[src/rtl/vga_sync.sv]
// vga_sync -- 640x480 @ 60 Hz VGA timing generator.
//
// Divides the system clock by CLK_DIV to form a pixel strobe and walks an
// (x, y) raster through display, front porch, sync and back porch. Every
// output is a register loaded from the next-state raster position, so the
// coordinate, the blanking flag and both syncs always change together on
// the same clock edge.
//
// Ports:
//   clk        in   system clock (100 MHz nominal)
//   reset      in   asynchronous, active-low reset
//   p_tick     out  one-clk pixel strobe, once every CLK_DIV clks
//   x          out  horizontal position, 0..H_TOTAL-1
//   y          out  vertical position, 0..V_TOTAL-1
//   video_on   out  high while (x, y) lies in the visible area
//   hsync      out  horizontal sync, active low
//   vsync      out  vertical sync, active low
//   frame_tick out  one-clk pulse on the clk where (x, y) wraps to (0, 0)
//   frame_cnt  out  16-bit frame counter, present only when the macro
//                   VGA_SYNC_FRAME_CNT_EN is defined
//
// Optional feature macro: VGA_SYNC_FRAME_CNT_EN (adds frame_cnt).

module vga_sync #(
    parameter int CLK_DIV   = 4,
    parameter int H_DISPLAY = 640,
    parameter int H_FRONT   = 16,
    parameter int H_SYNC    = 96,
    parameter int H_BACK    = 48,
    parameter int V_DISPLAY = 480,
    parameter int V_FRONT   = 10,
    parameter int V_SYNC    = 2,
    parameter int V_BACK    = 33
) (
    input  logic        clk,
    input  logic        reset,
    output logic        p_tick,
    output logic [9:0]  x,
    output logic [9:0]  y,
    output logic        video_on,
    output logic        hsync,
    output logic        vsync,
    output logic        frame_tick
`ifdef VGA_SYNC_FRAME_CNT_EN
    ,
    output logic [15:0] frame_cnt
`endif
);

    localparam int H_TOTAL = H_DISPLAY + H_FRONT + H_SYNC + H_BACK;
    localparam int V_TOTAL = V_DISPLAY + V_FRONT + V_SYNC + V_BACK;

    // The coordinates are 10 bits wide; larger rasters cannot be represented.
    generate
        if (H_TOTAL > 1024) begin : g_h_total_too_big
            $error("vga_sync: H_TOTAL exceeds 1024");
        end
        if (V_TOTAL > 1024) begin : g_v_total_too_big
            $error("vga_sync: V_TOTAL exceeds 1024");
        end
        if (CLK_DIV < 2 || CLK_DIV > 16) begin : g_clk_div_range
            $error("vga_sync: CLK_DIV must be within 2..16");
        end
    endgenerate

    localparam logic [3:0]  DIV_LAST  = 4'(CLK_DIV - 1);
    localparam logic [9:0]  X_LAST    = 10'(H_TOTAL - 1);
    localparam logic [9:0]  Y_LAST    = 10'(V_TOTAL - 1);
    localparam logic [9:0]  HS_FIRST  = 10'(H_DISPLAY + H_FRONT);
    localparam logic [9:0]  HS_LAST   = 10'(H_DISPLAY + H_FRONT + H_SYNC - 1);
    localparam logic [9:0]  VS_FIRST  = 10'(V_DISPLAY + V_FRONT);
    localparam logic [9:0]  VS_LAST   = 10'(V_DISPLAY + V_FRONT + V_SYNC - 1);
    // 11-bit visible limits so a display width of 1024 cannot alias to 0.
    localparam logic [10:0] X_VISIBLE = 11'(H_DISPLAY);
    localparam logic [10:0] Y_VISIBLE = 11'(V_DISPLAY);

    logic [3:0] div;
    logic [3:0] div_next;
    logic [9:0] x_next;
    logic [9:0] y_next;
    logic       frame_wrap;
    logic       p_tick_next;
    logic       hsync_next;
    logic       vsync_next;
    logic       video_on_next;

    // Next-state raster position. p_tick is high for exactly the clk in which
    // div == CLK_DIV-1, so the edge ending that clk is the one that advances.
    always_comb begin
        div_next   = (div == DIV_LAST) ? 4'd0 : div + 4'd1;
        x_next     = x;
        y_next     = y;
        frame_wrap = 1'b0;
        if (p_tick) begin
            if (x == X_LAST) begin
                x_next = 10'd0;
                if (y == Y_LAST) begin
                    y_next     = 10'd0;
                    frame_wrap = 1'b1;
                end else begin
                    y_next = y + 10'd1;
                end
            end else begin
                x_next = x + 10'd1;
            end
        end
    end

    // Decode from the next-state values so the registered syncs and blanking
    // line up with the registered coordinate.
    always_comb begin
        p_tick_next   = (div_next == DIV_LAST);
        hsync_next    = !((x_next >= HS_FIRST) && (x_next <= HS_LAST));
        vsync_next    = !((y_next >= VS_FIRST) && (y_next <= VS_LAST));
        video_on_next = ({1'b0, x_next} < X_VISIBLE) && ({1'b0, y_next} < Y_VISIBLE);
    end

    // Reset values describe pixel (0,0) with div = 0: visible, syncs idle.
    always_ff @(posedge clk or negedge reset) begin
        if (!reset) begin
            div        <= 4'd0;
            p_tick     <= 1'b0;
            x          <= 10'd0;
            y          <= 10'd0;
            video_on   <= 1'b1;
            hsync      <= 1'b1;
            vsync      <= 1'b1;
            frame_tick <= 1'b0;
        end else begin
            div        <= div_next;
            p_tick     <= p_tick_next;
            x          <= x_next;
            y          <= y_next;
            video_on   <= video_on_next;
            hsync      <= hsync_next;
            vsync      <= vsync_next;
            frame_tick <= frame_wrap;
        end
    end

`ifdef VGA_SYNC_FRAME_CNT_EN
    // Counts raster wraps; it steps on the same edge that raises frame_tick
    // and rolls over naturally from 65535 to 0.
    always_ff @(posedge clk or negedge reset) begin
        if (!reset) begin
            frame_cnt <= 16'd0;
        end else if (frame_wrap) begin
            frame_cnt <= frame_cnt + 16'd1;
        end
    end
`endif

endmodule

[config.mk]
export PLATFORM = sky130hd
export DESIGN_NAME = vga_sync
export DESIGN_NICKNAME = d
export VERILOG_FILES = /design/src/rtl/vga_sync.sv
export SDC_FILE = /design/constraint.sdc
export NUM_CORES = 1
export LEC_CHECK = 0
export ABC_AREA = 1
export CAP_MARGIN = 20
export CORE_ASPECT_RATIO = 1.25
export CORE_UTILIZATION = 50
export CTS_BUF_LIST = sky130_fd_sc_hd__clkbuf_4
export DETAILED_ROUTE_END_ITERATION = 8
export DONT_BUFFER_PORTS = 1
export GPL_TIMING_DRIVEN = 0
export MAX_ROUTING_LAYER = met4
export SYNTH_ARGS = -nofsm -noshare
export SYNTH_HDL_FRONTEND = slang
export SYNTH_SLANG_ARGS = --single-unit
[constraint.sdc]
create_clock -name clk -period 4.6 [get_ports clk]
set_input_delay 0.69 -clock clk [delete_from_list [all_inputs] [get_ports clk]]
set_output_delay 0.69 -clock clk [all_outputs]
set_load 0.01 [all_outputs]
# [After elaboration in Yosys (flattened, before gate mapping)]
# Cells that the tools add are included.
[totals] register_bits=29 out_inout_bits=25
[classes] addsub=3 magnitude_cmp=6 eq_ne=4 n_mux=9 reduce_logical=5
[ops] cell="$mux 10" n=5
[ops] cell="$add 10x1->10 const B" n=2
[ops] cell="$eq 10x10->1 const B" n=2
[ops] cell="$ge 10x10->1 const B" n=1
[ops] cell="$ge 10x9->1 const B" n=1
[ops] cell="$le 10x10->1 const B" n=1
[ops] cell="$le 10x9->1 const B" n=1
[ops] cell="$lt 10x10->1 const B" n=1
[ops] cell="$lt 10x9->1 const B" n=1
[ops] cell="$eq 4x2->1 const B" n=2
[ops] cell="$add 4x1->4 const B" n=1
[ops] cell="$mux 4" n=1
[ops] cell="$logic_and 1x1->1" n=3
[ops] cell="$mux 1" n=3
[ops] cell="$logic_not 1->1" n=2

# [Longest topological paths before layout]
[logic_depth] ltp_word=7 depth_mapped=13 ltp_nobuf=13

# [Worst setup path after synthesis]
# OpenSTA, ideal clock, no wires.
[synth_timing] path_type="reg-to-reg" startpoint="reg x[0]" endpoint="reg vsync" setup_ns=0.077 t_arrival_ns=1.558 required_ns=4.523 path_slack_ns=2.965 path_stages_with_launch=13 n_path_buf=0 path_cell_list="dfrtp_1 -> ha_1 -> nand2_1 -> nor2_1 -> nand3_4 -> clkinv_2 -> nand3_2 -> nand2_2 -> nand2_1 -> nor2_1 -> nand2_1 -> nor2_1 -> nand2_1"
[synth_between] elab_chain_len=6 elab_cells_between_ends=7 cone_classes="order compare: 2; eq/ne: 1; mux: 2; reduce/logical: 2"
[synth_lines] element="from (decl)" line_no="38" source="output logic [9:0] x,"
[synth_lines] element="from (signal assigned)" line_no="132" source="x <= x_next;"
[synth_lines] element="$eq 10x10->1 (*)" line_no="95" source="if (x == X_LAST) begin"
[synth_lines] element="$mux 10 (*)" line_no="95"
[synth_lines] element="$mux 10 (*)" line_no="94" source="if (p_tick) begin"
[synth_lines] element="via y_next[1]" line_no="80" source="logic [9:0] y_next;"
[synth_lines] element="$ge 10x9->1 or $le 10x9->1 (tied branches)" line_no="114" source="vsync_next = !((y_next >= VS_FIRST) && (y_next <= VS_LAST));"
[synth_lines] element="$logic_and 1x1->1 (*)" line_no="114"
[synth_lines] element="$logic_not 1->1 (*)" line_no="114"
[synth_lines] element="via vsync_next" line_no="84" source="logic vsync_next;"
[synth_lines] element="to (signal assigned)" line_no="136" source="vsync <= vsync_next;"
[synth_lines] element="to (decl)" line_no="42" source="output logic vsync,"
# The timed path passes the listed nets; every way through them passes the cells marked *.

# [Worst setup path in the final report]
[layout_timing] startpoint="reg x[0]" endpoint="reg video_on"
[layout_between] elab_chain_len=5 elab_cells_between_ends=9 cone_classes="add/sub: 1; order compare: 2; eq/ne: 1; mux: 4; reduce/logical: 1"
[layout_lines] element="$add 10x1->10 or $eq 10x10->1 (tied branches)" line_no="104, 95"
[layout_lines] element="$mux 10" line_no="95"
[layout_lines] element="$mux 10" line_no="94"
[layout_lines] element="$lt 10x10->1 or $lt 10x9->1 (tied branches)" line_no="115" source="video_on_next = ({1'b0, x_next} < X_VISIBLE) && ({1'b0, y_next} < Y_VISIBLE);"
[layout_lines] element="$logic_and 1x1->1 (*)" line_no="115"
[layout_lines] element="via video_on_next" line_no="85" source="logic video_on_next;"
[layout_lines] element="to (signal assigned)" line_no="134" source="video_on <= video_on_next;"
[layout_lines] element="to (decl)" line_no="40" source="output logic video_on,"
# Marks and branches as above.

==> impl_metrics.ini <==
[synth]
ys_ff_latch = 29
synth_top_area_share_pct = 36.9
ys_top_cells_by_area = dfrtp_1 (37%), nand2_1 (13%), inv_1 (9.2%), nand3_1 (7.1%), nor2_1 (6.0%)
synth_most_common_cell = nand2_1
synthDistinctLibCells = 26
syn-instance-count = 240
ys.flop_type = dfrtp_1
syn-num-nets = 247
synth_edf_count = 0
syn_area_mm2 = 0.00176
yosysSeqAreaShare_pct = 41.4
async_flop_share_pct = 100
synth_commonest_cells = nand2_1 (62), inv_1 (43), nor2_1 (28)
avgSynthCellArea_um2 = 7.34
yosys_warnings = 0
synth_area_leader_cell = dfrtp_1

[sta]
layout_min_cycle_time_ps = 2020
relSlewSlack_pct = 65.1
rsz0062_at_grt = false
skew_ps = 11.9
layout_setup_ws_ps = 2580
tightest_slew_ps = 520
finalCritPeriodShare_pct = 44.0
slew_viol_final = 0
hold_ws_ps = 42.3
max_freq_mhz = 495
setup_tns_ps = 0
hold_viol_final = 0
setup_viol = 0

[cells_and_area]
n_antenna_cell = 0
fin_nets = 254
final_area_mm2 = 0.00186
final_util_pct = 56.6
area_growth_pct = 5.47
drive_above_1_share_pct = 11.3
fill_cells = 340

[run_status]
outcome = finished clean

[run]
cap_violations = 0

[placement]
dp_hpwl_um = 2930
globalplace.congestion = 0.831
place.port_buffers = 0
place_area_mm2 = 0.00181
place_ws_ps = 2610

[clock_tree]
cts.clk_slew.worst_paths_ps = 90
ctsHoldBuffers = 0
clock_sinks = 29
cts_buffers = 5
insertion_delay_ps = 330
cts_resized = 0
cts.path.max_buffers = 2
cts_tree = done
clockRootBuffer = clkbuf_4
htreeDepth = 2
post_cts_buffers = 0

[critical_path]
cp.required_ps = 4860
r2r_start = x[0]
cp-end-kind = register
cp.arrival_ps = 2280
crit_fanout = 6
start_kind = register
worstSetupStartpoint = x[0]
worstSetupPathType = reg -> reg

[route]
route.detailed.wl_per_inst_um = 13.3
drc_errors = 0
totalWireLength_um = 3780
drtPass1Iterations = 5
vias_per_cell = 5.25
final_antenna_net_count = 0
drt_iter0_drc = 35
vias = 1495

[die]
start_util_pct = 53.7
die_w_um = 55.1
dieArea_mm2 = 0.00377
die_y_um = 68.4
rows = 23
core_mm2 = 0.00328
io_pins = 27

[global_route]
grt_pass1_wl_um = 5840
gr-total-overflow = 0
grt_max_degree = 30
track_usage_pct = 23.5
first_global_vias = 1412
antenna_found_initial = 0

[min_path]
hp-class = in -> async

[power]
power.leakage_nw = 0.970
vdd_drop_max_v = 0.000176
power_density_mw_per_mm2 = 213
stage by stage:
step | instances | power (mW)
2_1_floorplan | 240 | 0.260
3_3_place_gp | 277 | 0.260
3_5_place_dp | 277 | 0.260
4_1_cts | 285 | 0.402
5_1_grt | 285 | 0.410
6_report | 285 | 0.395
cell usage in the layout, fill, tap and decap left out, types with 2 or more instances in the layout:
cell       n
nand2_2    3
a31oi_1    2
clkbuf_4   5
nor2_4     3
nand3_4    2
xnor2_1    2
nand4_1    8
dfstp_2    3
clkinv_2   3
nor2_2     2
nor3_1     4
xor2_1     4
o21ai_0    3
ha_1       5
inv_1     43
inv_2      2
nand3_2    3
nor2_1    28
clkinv_1   2
nand2_1   62
dfrtp_1   26
nand3_1   25
a21oi_1    3
report_power, final:
part | switching, mW | internal (mW) | total, mW
Sequential | 0 | 0.255 | 0.255
Clock | 0.0853 | 0.0551 | 0.140
Combinational | 0 | 0 | 0.000000559
state kept, by name, summed over array words and instances (netlist names):
register,cells
hsync,1
y,10
p_tick,1
div,4
video_on,1
vsync,1
frame_tick,1
x,10
layout make-up:
| class | count | area, um2 | area share, % |
|---|---|---|---|
| well taps | 37 | 46.3 | 2.49 |
| flip-flops and latches | 29 | 729 | 39.3 |
| clock buffers | 5 | 37.5 | 2.02 |
| clock inverters | 3 | 12.5 | 0.673 |
| plain buffers | 2 | 8.76 | 0.471 |
| inverters | 47 | 179 | 9.63 |
| multi-input cells | 162 | 845 | 45.5 |
worst paths after layout:
kind / cells after the start / slack [ps] / end
setup / recovery: 9 / 2580 / video_on
max in group asynchronous: 0 / 4370 / hsync
hold reg to reg: 1 / 500 / div[0]
min in group clk: 1 / 500 / div[0]
hold / removal: 0 / 40 / x[1]
setup reg to reg: 9 / 2580 / video_on
routing by layer:
layer | up-vias | GRT usage [%] | part of all wire, %
li1 | 759 | - | -
met1 | 692 | 22.9 | 41
met2 | 39 | 42.5 | 52
met3 | 5 | 7.11 | 5.2
met4 | 0 | 8.44 | 1.6
met5 | - | - | 0
cell families (layout without fill, tap and decap cells):
| kind of cell | count (synthesis) | after routing | synth area share [%] |
|---|---|---|---|
| and+or+nand+nor | 140 | 140 | 37.6 |
| buffers and inverters | 49 | 57 | 10.7 |
| DFF | 29 | 29 | 41.4 |
| AOI/OAI and AO/OA | 11 | 11 | 3.76 |
| xor gates and xnor gates | 6 | 6 | 2.98 |
| adders and majority gates | 5 | 5 | 3.55 |
worst max-delay path: stages (launching register included):
cell,delay [ps]
dfrtp_1,500
ha_1,360
nand2_2,100
nor2_4,110
nand3_4,130
nor2_1,260
nand2_1,90
nand3_1,160
nand3_1,110
nor2_1,130
Note: power is estimated with default switching activity, not from simulation.
